$ cat src/rtl/lsu_split_pkg.sv
// Shared LSU types: FSM states, funct3 encodings and access-size helpers.
// Imported by the LSU datapath and control.
package common;

  typedef enum logic [2:0] {
    S_IDLE,
    S_REQ0,
    S_WAIT0,
    S_REQ1,
    S_WAIT1,
    S_RESP
  } lsu_state_t;

  localparam logic [2:0] F3_SB  = 3'b000;
  localparam logic [2:0] F3_SH  = 3'b001;
  localparam logic [2:0] F3_SW  = 3'b010;
  localparam logic [2:0] F3_LB  = 3'b000;
  localparam logic [2:0] F3_LH  = 3'b001;
  localparam logic [2:0] F3_LW  = 3'b010;
  localparam logic [2:0] F3_LBU = 3'b100;
  localparam logic [2:0] F3_LHU = 3'b101;

  // byte mask of an access of size code sz (00 byte, 01 half, else word)
  function automatic logic [3:0] size_mask(input logic [1:0] sz);
    logic [3:0] m;
    case (sz)
      2'b00:   m = 4'b0001;
      2'b01:   m = 4'b0011;
      default: m = 4'b1111;
    endcase
    return m;
  endfunction

  // number of bytes of an access of size code sz
  function automatic logic [2:0] size_bytes(input logic [1:0] sz);
    logic [2:0] n;
    case (sz)
      2'b00:   n = 3'd1;
      2'b01:   n = 3'd2;
      default: n = 3'd4;
    endcase
    return n;
  endfunction

endpackage

$ cat src/rtl/lsu_align.sv
// Lane alignment: byte enables and store data for both beats,
// and merge/extension of load data from one or two words.
module lsu_align
  import common::*;
(
  input  logic [1:0]  i_off,
  input  logic [1:0]  i_sz,
  input  logic [2:0]  i_f3,
  input  logic        i_split,
  input  logic [31:0] i_wdata,
  input  logic [31:0] i_rdata0,
  input  logic [31:0] i_rdata1,
  output logic [3:0]  o_be0,
  output logic [3:0]  o_be1,
  output logic [31:0] o_wdata0,
  output logic [31:0] o_wdata1,
  output logic [31:0] o_ldata
);

  logic [4:0]  w_sh;
  logic [7:0]  w_be;
  logic [63:0] w_wd;
  logic [63:0] w_rd;
  logic [31:0] w_raw;

  assign w_sh = {i_off, 3'b000};

  // bytes that spill past lane 3 land in the upper half: beat 1
  assign w_be     = {4'b0000, size_mask(i_sz)} << i_off;
  assign o_be0    = w_be[3:0];
  assign o_be1    = w_be[7:4];
  assign w_wd     = {32'h0, i_wdata} << w_sh;
  assign o_wdata0 = w_wd[31:0];
  assign o_wdata1 = w_wd[63:32];

  assign w_rd  = {(i_split ? i_rdata1 : 32'h0), i_rdata0} >> w_sh;
  assign w_raw = w_rd[31:0];

  // sign/zero extend the low bytes according to the load type
  always_comb begin
    o_ldata = w_raw;
    case (i_f3)
      F3_LB:   o_ldata = {{24{w_raw[7]}}, w_raw[7:0]};
      F3_LH:   o_ldata = {{16{w_raw[15]}}, w_raw[15:0]};
      F3_LBU:  o_ldata = {24'h0, w_raw[7:0]};
      F3_LHU:  o_ldata = {16'h0, w_raw[15:0]};
      default: o_ldata = w_raw;
    endcase
  end

endmodule

$ cat src/rtl/lsu_split.sv
// MEM-stage load/store unit: one request at a time, optional
// splitting of word-crossing accesses into two aligned beats.
module lsu_split
  import common::*;
#(
  parameter bit ALLOW_SPLIT = 1'b1,
  parameter int RD_W        = 5
) (
  input  logic            i_clk,
  input  logic            i_reset,
  input  logic            i_req_valid,
  output logic            o_req_ready,
  input  logic            i_req_is_store,
  input  logic [2:0]      i_req_funct3,
  input  logic [31:0]     i_req_base,
  input  logic [31:0]     i_req_offset,
  input  logic [31:0]     i_req_wdata,
  input  logic [RD_W-1:0] i_req_rd,
  output logic            o_resp_valid,
  output logic [31:0]     o_resp_rdata,
  output logic [RD_W-1:0] o_resp_rd,
  output logic            o_resp_misaligned,
  output logic            o_mem_req,
  input  logic            i_mem_gnt,
  output logic [31:0]     o_mem_addr,
  output logic            o_mem_we,
  output logic [3:0]      o_mem_be,
  output logic [31:0]     o_mem_wdata,
  input  logic            i_mem_rvalid,
  input  logic [31:0]     i_mem_rdata
);

  lsu_state_t      r_state;
  logic [1:0]      r_off;
  logic [1:0]      r_sz;
  logic [2:0]      r_f3;
  logic            r_store;
  logic            r_split;
  logic [31:0]     r_wdata;
  logic [RD_W-1:0] r_rd;
  logic [31:0]     r_rdata0;
  logic            r_mem_req;
  logic [31:0]     r_mem_addr;
  logic            r_mem_we;
  logic [3:0]      r_mem_be;
  logic [31:0]     r_mem_wdata;
  logic            r_resp_valid;
  logic [31:0]     r_resp_rdata;
  logic            r_resp_mis;

  logic        w_idle;
  logic [31:0] w_ea;
  logic [1:0]  w_sz;
  logic [2:0]  w_nb;
  logic        w_cross;
  logic        w_unal;
  logic        w_mis;
  logic        w_split;
  logic [1:0]  w_a_off;
  logic [1:0]  w_a_sz;
  logic [2:0]  w_a_f3;
  logic        w_a_split;
  logic [31:0] w_a_wdata;
  logic [31:0] w_a_rdata0;
  logic [3:0]  w_be0;
  logic [3:0]  w_be1;
  logic [31:0] w_wd0;
  logic [31:0] w_wd1;
  logic [31:0] w_ldata;

  assign w_idle  = (r_state == S_IDLE);
  assign w_ea    = i_req_base + i_req_offset;
  assign w_sz    = (i_req_funct3[1:0] == 2'b11) ? 2'b10
                 : i_req_funct3[1:0];
  assign w_nb    = size_bytes(w_sz);
  assign w_cross = ({1'b0, w_ea[1:0]} + w_nb) > 3'd4;
  assign w_unal  = (w_sz == 2'b01) ? w_ea[0]
                 : (w_sz == 2'b10) ? |w_ea[1:0]
                 : 1'b0;
  assign w_mis   = ALLOW_SPLIT ? 1'b0 : w_unal;
  assign w_split = ALLOW_SPLIT & w_cross;

  // while idle the aligner sees the live request so beat 0 can be
  // launched on the accepting edge; afterwards the captured copy
  assign w_a_off    = w_idle ? w_ea[1:0] : r_off;
  assign w_a_sz     = w_idle ? w_sz : r_sz;
  assign w_a_f3     = w_idle ? i_req_funct3 : r_f3;
  assign w_a_split  = w_idle ? w_split : r_split;
  assign w_a_wdata  = w_idle ? i_req_wdata : r_wdata;
  assign w_a_rdata0 = (r_state == S_WAIT0) ? i_mem_rdata : r_rdata0;

  lsu_align u_align (
    .i_off    (w_a_off),
    .i_sz     (w_a_sz),
    .i_f3     (w_a_f3),
    .i_split  (w_a_split),
    .i_wdata  (w_a_wdata),
    .i_rdata0 (w_a_rdata0),
    .i_rdata1 (i_mem_rdata),
    .o_be0    (w_be0),
    .o_be1    (w_be1),
    .o_wdata0 (w_wd0),
    .o_wdata1 (w_wd1),
    .o_ldata  (w_ldata)
  );

  // request sequencer: beats, data capture and the response pulse
  always_ff @(posedge i_clk) begin
    if (i_reset) begin
      r_state      <= S_IDLE;
      r_off        <= 2'b00;
      r_sz         <= 2'b00;
      r_f3         <= 3'b000;
      r_store      <= 1'b0;
      r_split      <= 1'b0;
      r_wdata      <= 32'h0;
      r_rd         <= '0;
      r_rdata0     <= 32'h0;
      r_mem_req    <= 1'b0;
      r_mem_addr   <= 32'h0;
      r_mem_we     <= 1'b0;
      r_mem_be     <= 4'b0000;
      r_mem_wdata  <= 32'h0;
      r_resp_valid <= 1'b0;
      r_resp_rdata <= 32'h0;
      r_resp_mis   <= 1'b0;
    end else begin
      r_resp_valid <= 1'b0;
      unique case (r_state)
        S_IDLE: begin
          if (i_req_valid) begin
            r_off        <= w_ea[1:0];
            r_sz         <= w_sz;
            r_f3         <= i_req_funct3;
            r_store      <= i_req_is_store;
            r_split      <= w_split;
            r_wdata      <= i_req_wdata;
            r_rd         <= i_req_rd;
            r_resp_rdata <= 32'h0;
            r_resp_mis   <= 1'b0;
            if (w_mis) begin
              r_state      <= S_RESP;
              r_resp_valid <= 1'b1;
              r_resp_mis   <= 1'b1;
            end else begin
              r_state     <= S_REQ0;
              r_mem_req   <= 1'b1;
              r_mem_addr  <= {w_ea[31:2], 2'b00};
              r_mem_be    <= w_be0;
              r_mem_we    <= i_req_is_store;
              r_mem_wdata <= i_req_is_store ? w_wd0 : 32'h0;
            end
          end
        end
        S_REQ0: begin
          if (i_mem_gnt) begin
            if (!r_store) begin
              r_mem_req <= 1'b0;
              r_state   <= S_WAIT0;
            end else if (r_split) begin
              r_state     <= S_REQ1;
              r_mem_addr  <= r_mem_addr + 32'd4;
              r_mem_be    <= w_be1;
              r_mem_wdata <= w_wd1;
            end else begin
              r_mem_req    <= 1'b0;
              r_state      <= S_RESP;
              r_resp_valid <= 1'b1;
            end
          end
        end
        S_WAIT0: begin
          if (i_mem_rvalid) begin
            r_rdata0 <= i_mem_rdata;
            if (r_split) begin
              r_state    <= S_REQ1;
              r_mem_req  <= 1'b1;
              r_mem_addr <= r_mem_addr + 32'd4;
              r_mem_be   <= w_be1;
            end else begin
              r_state      <= S_RESP;
              r_resp_valid <= 1'b1;
              r_resp_rdata <= w_ldata;
            end
          end
        end
        S_REQ1: begin
          if (i_mem_gnt) begin
            r_mem_req <= 1'b0;
            if (r_store) begin
              r_state      <= S_RESP;
              r_resp_valid <= 1'b1;
            end else begin
              r_state <= S_WAIT1;
            end
          end
        end
        S_WAIT1: begin
          if (i_mem_rvalid) begin
            r_state      <= S_RESP;
            r_resp_valid <= 1'b1;
            r_resp_rdata <= w_ldata;
          end
        end
        S_RESP: begin
          r_state      <= S_IDLE;
          r_mem_be     <= 4'b0000;
          r_mem_we     <= 1'b0;
          r_resp_rdata <= 32'h0;
          r_resp_mis   <= 1'b0;
        end
        default: r_state <= S_IDLE;
      endcase
    end
  end

  assign o_req_ready       = w_idle;
  assign o_resp_valid      = r_resp_valid;
  assign o_resp_rdata      = r_resp_rdata;
  assign o_resp_rd         = r_rd;
  assign o_resp_misaligned = r_resp_mis;
  assign o_mem_req         = r_mem_req;
  assign o_mem_addr        = r_mem_addr;
  assign o_mem_we          = r_mem_we;
  assign o_mem_be          = r_mem_be;
  assign o_mem_wdata       = r_mem_wdata;

endmodule

$ cat config.mk
export PLATFORM = sky130hd
export DESIGN_NAME = lsu_split
export DESIGN_NICKNAME = d
export VERILOG_FILES = /design/src/rtl/lsu_split_pkg.sv /design/src/rtl/lsu_align.sv /design/src/rtl/lsu_split.sv
export SDC_FILE = /design/constraint.sdc
export NUM_CORES = 1
export LEC_CHECK = 0
export CORE_MARGIN = 10
export CORE_UTILIZATION = 47
export CTS_CLUSTER_DIAMETER = 40
export DETAILED_ROUTE_END_ITERATION = 8
export GPL_TIMING_DRIVEN = 0
export PLACE_DENSITY = 0.89
export SKIP_LAST_GASP = 1
export SYNTH_ARGS = -nofsm -noshare
export SYNTH_HDL_FRONTEND = slang
export SYNTH_SLANG_ARGS = --single-unit
$ cat constraint.sdc
create_clock -name i_clk -period 3.4 [get_ports i_clk]
set_input_delay 0.51 -clock i_clk [delete_from_list [all_inputs] [get_ports i_clk]]
set_output_delay 0.51 -clock i_clk [all_outputs]
set_load 0.05 [all_outputs]
# After elaboration in Yosys (flattened, before gate mapping)
# Cells that the tools add are included.
# op_classes
add_sub_neg,3
magnitude_cmp,1
n_eq_ne,21
shifts,3
mux,63
reduce_logical,19
# ops
op,count
2-to-1 mux 32 bit,17
one-hot mux 32 bit (4 select lines),2
one-hot mux 32 bit (3 select lines),1
one-hot mux 32 bit (2 select lines),1
left shift 32 x 5 -> 64 bit,1
right shift 64 x 5 -> 32 bit,1
"adder 32 x 3 -> 32 bit, second input constant",1
adder 32 bit,1
AND reduction 5 bit,5
2-to-1 mux 3 bit,8
2-to-1 mux 4 bit,5
2-to-1 mux 1 bit,18
"!= test 2 bit, second input constant",9
one-hot mux 4 bit (4 select lines),1
one-hot mux 3 bit (5 select lines),1
"equality test 3 bit, second input constant",4
nonzero test 4 bit,3
one-hot mux 1 bit (4 select lines),2
one-hot mux 4 bit (2 select lines),1
left shift 4 x 2 -> 8 bit,1
AND reduction 7 bit,1
"equality test 3 x 1 -> 1 bit, second input constant",2
"equality test 3 x 2 -> 1 bit, second input constant",2
logical NOT 3 bit,2
other kinds (12),20
# word_totals
ff_bits,185
input_bits,142
output_inout_bits,110

# Depth between registers and ports, before layout
# depth
ltp_word,13
depth_mapped,13
mapped_depth_nobuf,12

# Hierarchy
# From an unflattened synthesis, not the netlist that was laid out.
# hier_totals
hier_cells,1695
area_unflattened_um2,12325.6
# modules_own_cells
mod,n_inst,cells_each,area_each_um2,seq_area_each_um2
lsu_split,1,1402,10248.6,3643.5
lsu_align,1,293,2077.0,0.0

# Least setup slack after synthesis
# Ideal clock, no wire load.
# synth_timing
kind,input-to-reg
from,input i_req_base[0]
to,register r_resp_rdata[22] (netlist: o_resp_rdata[22])
setup_time_ns,0.067
t_arrival_ns,3.209
path_slack_ns,0.124
stages,13
cell_sequence,ha_1 -> inv_1 -> fa_1 -> fa_1 -> xor2_1 -> a21oi_1 -> a32o_1 -> a22oi_1 -> mux2_2 -> o21ai_2 -> o21ai_4 -> buf_6 -> o21ai_2
# synth_via
elab_chain_cells,10
elab_cells_between_ends,12
classes_between,add/sub: 2; order compare: 1; shift: 1; mux: 8
# synth_lines
item,line_no,source
from (decl),lsu_split.sv:15,"input logic [31:0] i_req_base,"
adder 32 bit *,lsu_split.sv:72,assign w_ea = i_req_base + i_req_offset;
adder 2 x 3 -> 3 bit,lsu_split.sv:76,"assign w_cross = ({1'b0, w_ea[1:0]} + w_nb) > 3'd4;"
greater-than comparator 3 bit,lsu_split.sv:76,
2-to-1 mux 1 bit,lsu_split.sv:88,assign w_a_split = w_idle ? w_split : r_split;
2-to-1 mux 32 bit,lsu_align.sv:36,"assign w_rd = {(i_split ? i_rdata1 : 32'h0), i_rdata0} >> w_sh;"
right shift 64 x 5 -> 32 bit *,lsu_align.sv:36,
one-hot mux 32 bit (4 select lines) *,lsu_align.sv:42,case (i_f3)
2-to-1 mux 32 bit,lsu_split.sv:175,if (r_split) begin
2-to-1 mux 32 bit,lsu_split.sv:173,if (i_mem_rvalid) begin
one-hot mux 32 bit (4 select lines) *,lsu_split.sv:129,unique case (r_state)
to (signal assigned),lsu_split.sv:183,r_resp_rdata <= w_ldata;
to (signal assigned),lsu_split.sv:202,r_resp_rdata <= w_ldata;
to (decl),lsu_split.sv:48,logic [31:0] r_resp_rdata;
# Every way passes the cells marked *; elsewhere a longest branch is shown, timed or not. The select of a mux whose other input is x is not followed.
# A chain may end at the register's enable or synchronous reset.

# Final worst setup path
# layout_timing
from,input i_req_offset[0]
to,register r_resp_rdata[26] (netlist: o_resp_rdata[26])
# layout_via
elab_chain_cells,10
elab_cells_between_ends,12
classes_between,add/sub: 2; order compare: 1; shift: 1; mux: 8
# layout_lines
item,line_no,source
from (decl),lsu_split.sv:16,"input logic [31:0] i_req_offset,"
adder 32 bit *,lsu_split.sv:72,
adder 2 x 3 -> 3 bit,lsu_split.sv:76,
greater-than comparator 3 bit,lsu_split.sv:76,
2-to-1 mux 1 bit,lsu_split.sv:88,
2-to-1 mux 32 bit,lsu_align.sv:36,
right shift 64 x 5 -> 32 bit *,lsu_align.sv:36,
one-hot mux 32 bit (4 select lines) *,lsu_align.sv:42,
2-to-1 mux 32 bit,lsu_split.sv:175,
2-to-1 mux 32 bit,lsu_split.sv:173,
one-hot mux 32 bit (4 select lines) *,lsu_split.sv:129,
# Marks and branches as above.

==> impl_metrics.tcl <==
set metrics [dict create \
    path_clk_slew_ns 0.08 \
    drive_gt1_share_pct 7.010 \
    antenna_found_initial 2 \
    instances_no_fill 2210 \
    p_seq_share_pct 27.9 \
    fin_crit_sh_pct 97.64 \
    design_area_mm2 0.01532 \
    async_flop_share_pct 0 \
    cts_buffers 17 \
    finalSetupViolations 0 \
    drt_first_pass_iters 6 \
    postPlaceCellArea_mm2 0.01461 \
    detail_route.wl_per_cell_um 21.49 \
    period_needed_ns 3.320 \
    ys_seq_area_share_pct 31.07 \
    crit_fanout 5 \
    gr-total-overflow 0 \
    io_pins 252 \
    grt_start_max_net_pins 20 \
    ys.flop_type "dfxtp_1" \
    ys_seq_elements 182 \
    end_kind "flop" \
    postRouteAntennaNets 0 \
    grt_first_pass_wirelength_mm 71.86 \
    top_layer "met4" \
    initial_utilization_pct 47.93 \
    syn_inst 1597 \
    met1Wirelength_mm 18.83 \
    p_sw_mw 4.861 \
    final_common_cell "nand2_1" \
    fin_util_pct 62.65 \
    htreeDepth 4 \
    swShare_pct 48.42 \
    dp.cells 2170 \
    outcome "finished, final reports clean" \
    ir_drop_uv 482.1 \
    totalWireLength_mm 47.50 \
    die_w_um 177.9 \
    layout_common_cells "nand2_1 (306), clkdlybuf4s50_1 (246), a21oi_1 (213)" \
    clockBufferDepth 2 \
    area_growth_pct 30.70 \
    hold_violations 0 \
    portBuffers 247 \
    dieArea_mm2 0.03166 \
    maxCapViolCount 0 \
    drcViolationCount 0 \
    synth_edf_count 0 \
    ctsHoldBuffers 0 \
    syn-cell-area_mm2 0.01172 \
    hpwlAfterDp_mm 36.83 \
    clockPowerShare_pct 19.9 \
    p_int_mw 5.177 \
    clk_latency_ns 0.45 \
    slew-limit-headroom_pct 10.62 \
    met2_length_mm 21.06 \
    routabilityCongestion 0.9940 \
    vias 13580 \
    nNetsFinal 2047 \
    drt-vias-per-instance 6.143 \
    synth_warnings 0 \
    avgSynthCellArea_um2 7.342 \
    max_freq_mhz 301.2 \
    leakage_nw 5.672 \
    rsz0062_at_grt "true" \
    fp.dieH_um 177.9 \
    slew_violations 0 \
    finClkSkew_ns 0.01522 \
    core_mm2 0.02446 \
    hp-class "flop to flop" \
    cts_tree "yes" \
    grt_pass1_vias 12870 \
    clock-root-buffer "clkbuf_16" \
    cp-start-kind "input pin" \
    ys_types 67 \
    grt_usage_pct 28.61 \
    wl_met3_mm 5.729 \
    cts.sinks 182 \
    worst_pin_slew_ns 1.329 \
    crit_type "input pin to flop" \
    p_per_area_mw_per_mm2 655.0 \
    worstPathRequired_ns 3.74 \
    rows 57 \
    drt_iter0_drc 1697 \
    fill_cells 2146 \
    arrival_ns 3.66 \
    pwr-share-comb_pct 52.2 \
]
## synth_stat cells (4+ instances only)
| cell type | number | area share, % |
|---|---|---|
| a21o_1 | 21 | 1.3 |
| nand2b_1 | 16 | 0.85 |
| nor4_1 | 10 | 0.53 |
| mux2i_1 | 69 | 5.9 |
| nand4_1 | 18 | 0.96 |
| o21ai_0 | 82 | 3.5 |
| o21bai_1 | 4 | 0.26 |
| a21oi_1 | 214 | 9.1 |
| nor3_1 | 42 | 1.8 |
| nand3_1 | 45 | 1.9 |
| mux4_2 | 8 | 1.5 |
| ha_1 | 33 | 3.5 |
| buf_1 | 8 | 0.26 |
| clkbuf_1 | 77 | 2.5 |
| xnor2_1 | 22 | 1.6 |
| and3_1 | 9 | 0.48 |
| a2111oi_0 | 6 | 0.45 |
| o21a_1 | 8 | 0.51 |
| mux2_2 | 20 | 1.9 |
| a31oi_1 | 13 | 0.69 |
| a22oi_1 | 10 | 0.64 |
| nor2b_1 | 21 | 1.1 |
| nor2_1 | 146 | 4.7 |
| buf_2 | 28 | 1.2 |
| o21ai_2 | 11 | 0.82 |
| and2_1 | 9 | 0.48 |
| inv_1 | 14 | 0.45 |
| o22ai_1 | 24 | 1.3 |
| or2_2 | 5 | 0.27 |
| a211o_1 | 9 | 0.67 |
| xor2_1 | 6 | 0.45 |
| dfxtp_1 | 182 | 31 |
| nand2_1 | 306 | 9.8 |
| a211oi_1 | 45 | 2.9 |
## cells by family (layout without fill, tap and decap cells)
| family | after synthesis | after routing | synth area share [%] |
|---|---|---|---|
| flip-flops | 182 | 182 | 31.07 |
| AO/OA/AOI/OAI | 480 | 480 | 24.77 |
| buffers and inverters | 134 | 418 | 4.877 |
| other | 1 | 6 | 0.03198 |
| AND/OR/NAND/NOR | 639 | 639 | 23.72 |
| adder cells (fa/ha/maj) | 35 | 35 | 3.863 |
| multiplexers | 98 | 98 | 9.572 |
| XOR/XNOR | 28 | 28 | 2.092 |
## worst paths after layout
path                   startpoint                to  slack, ns  cells after the start
setup / recovery  i_req_offset[0]  o_resp_rdata[26]       0.08                     13
hold / removal       o_resp_rd[2]      o_resp_rd[2]       0.46                      2
setup reg to reg    o_mem_addr[2]    o_mem_addr[30]       0.29                      9
hold reg to reg      o_resp_rd[2]      o_resp_rd[2]       0.46                      2
## metal layers
layer  global-route usage, %  vias to the layer above
met3                   7.671                      129
met2                   44.52                      869
met1                   36.88                     6338
met4                   11.32                        0
met5                       0                        -
li1                        -                     6240
## power groups by stage
stage	combinational (mW)	sequential, mW	clock [mW]
after floorplan	2.60	3.54	0
after detailed placement	5.06	2.83	0
after global routing	5.55	2.84	2.08
after global placement	5.00	2.82	0
final	5.24	2.80	2.00
after CTS	5.09	2.78	1.99
## layout make-up
class	count	area, um2	area share, %
antenna	3	7.507	0.04899
clock inverter	15	160.2	1.045
sequential	182	3643	23.78
multi-input combinational	1283	7557	49.31
buffer	119	530.5	3.462
timing repair buffer	252	2539	16.57
clock buffer	17	425.4	2.776
inverter	15	56.30	0.3674
tap	324	405.4	2.645
## flip-flops by register name (all words and copies together) (netlist names), 2 cells and up
name and flops:
o_mem_addr 30, o_mem_be 4, o_mem_wdata 32, o_resp_rd 5, o_resp_rdata 32, r_f3 3
r_off 2, r_rdata0 32, r_state 3, r_sz 2, r_wdata 32
## through the flow
stage                     setup TNS [ns]  worst slack (ns)  hold WS, ns  total power [mW]
after global placement            -23.54           -0.8325       0.4393             7.810
after global routing            -0.02389         -0.006156       0.4840             10.47
after floorplan                        0            0.1241       0.4320             6.132
after CTS                              0           0.01432       0.4583             9.864
after detailed placement          -26.91           -0.9163       0.4486             7.889
final                                  0           0.08013       0.4613             10.04
## critical path, cell delays in order
cell             delay, ns
clkdlybuf4s50_1       0.42
ha_1                  0.21
inv_1                 0.07
fa_2                  0.49
fa_2                  0.61
a21oi_4               0.07
a32o_2                0.25
a22oi_2               0.21
mux2_4                0.19
o21ai_2               0.07
o21ai_4               0.30
clkbuf_16             0.22
o21ai_2               0.05
## what timing repair did
item / CTS / global route
setup endpoints to repair: 21 / 39
setup buffers: 1 / 3
cloned: 0 / 1
resized for setup: 7 / 15
pin swaps: 2 / 1
Power figures use the tool's default switching activity.
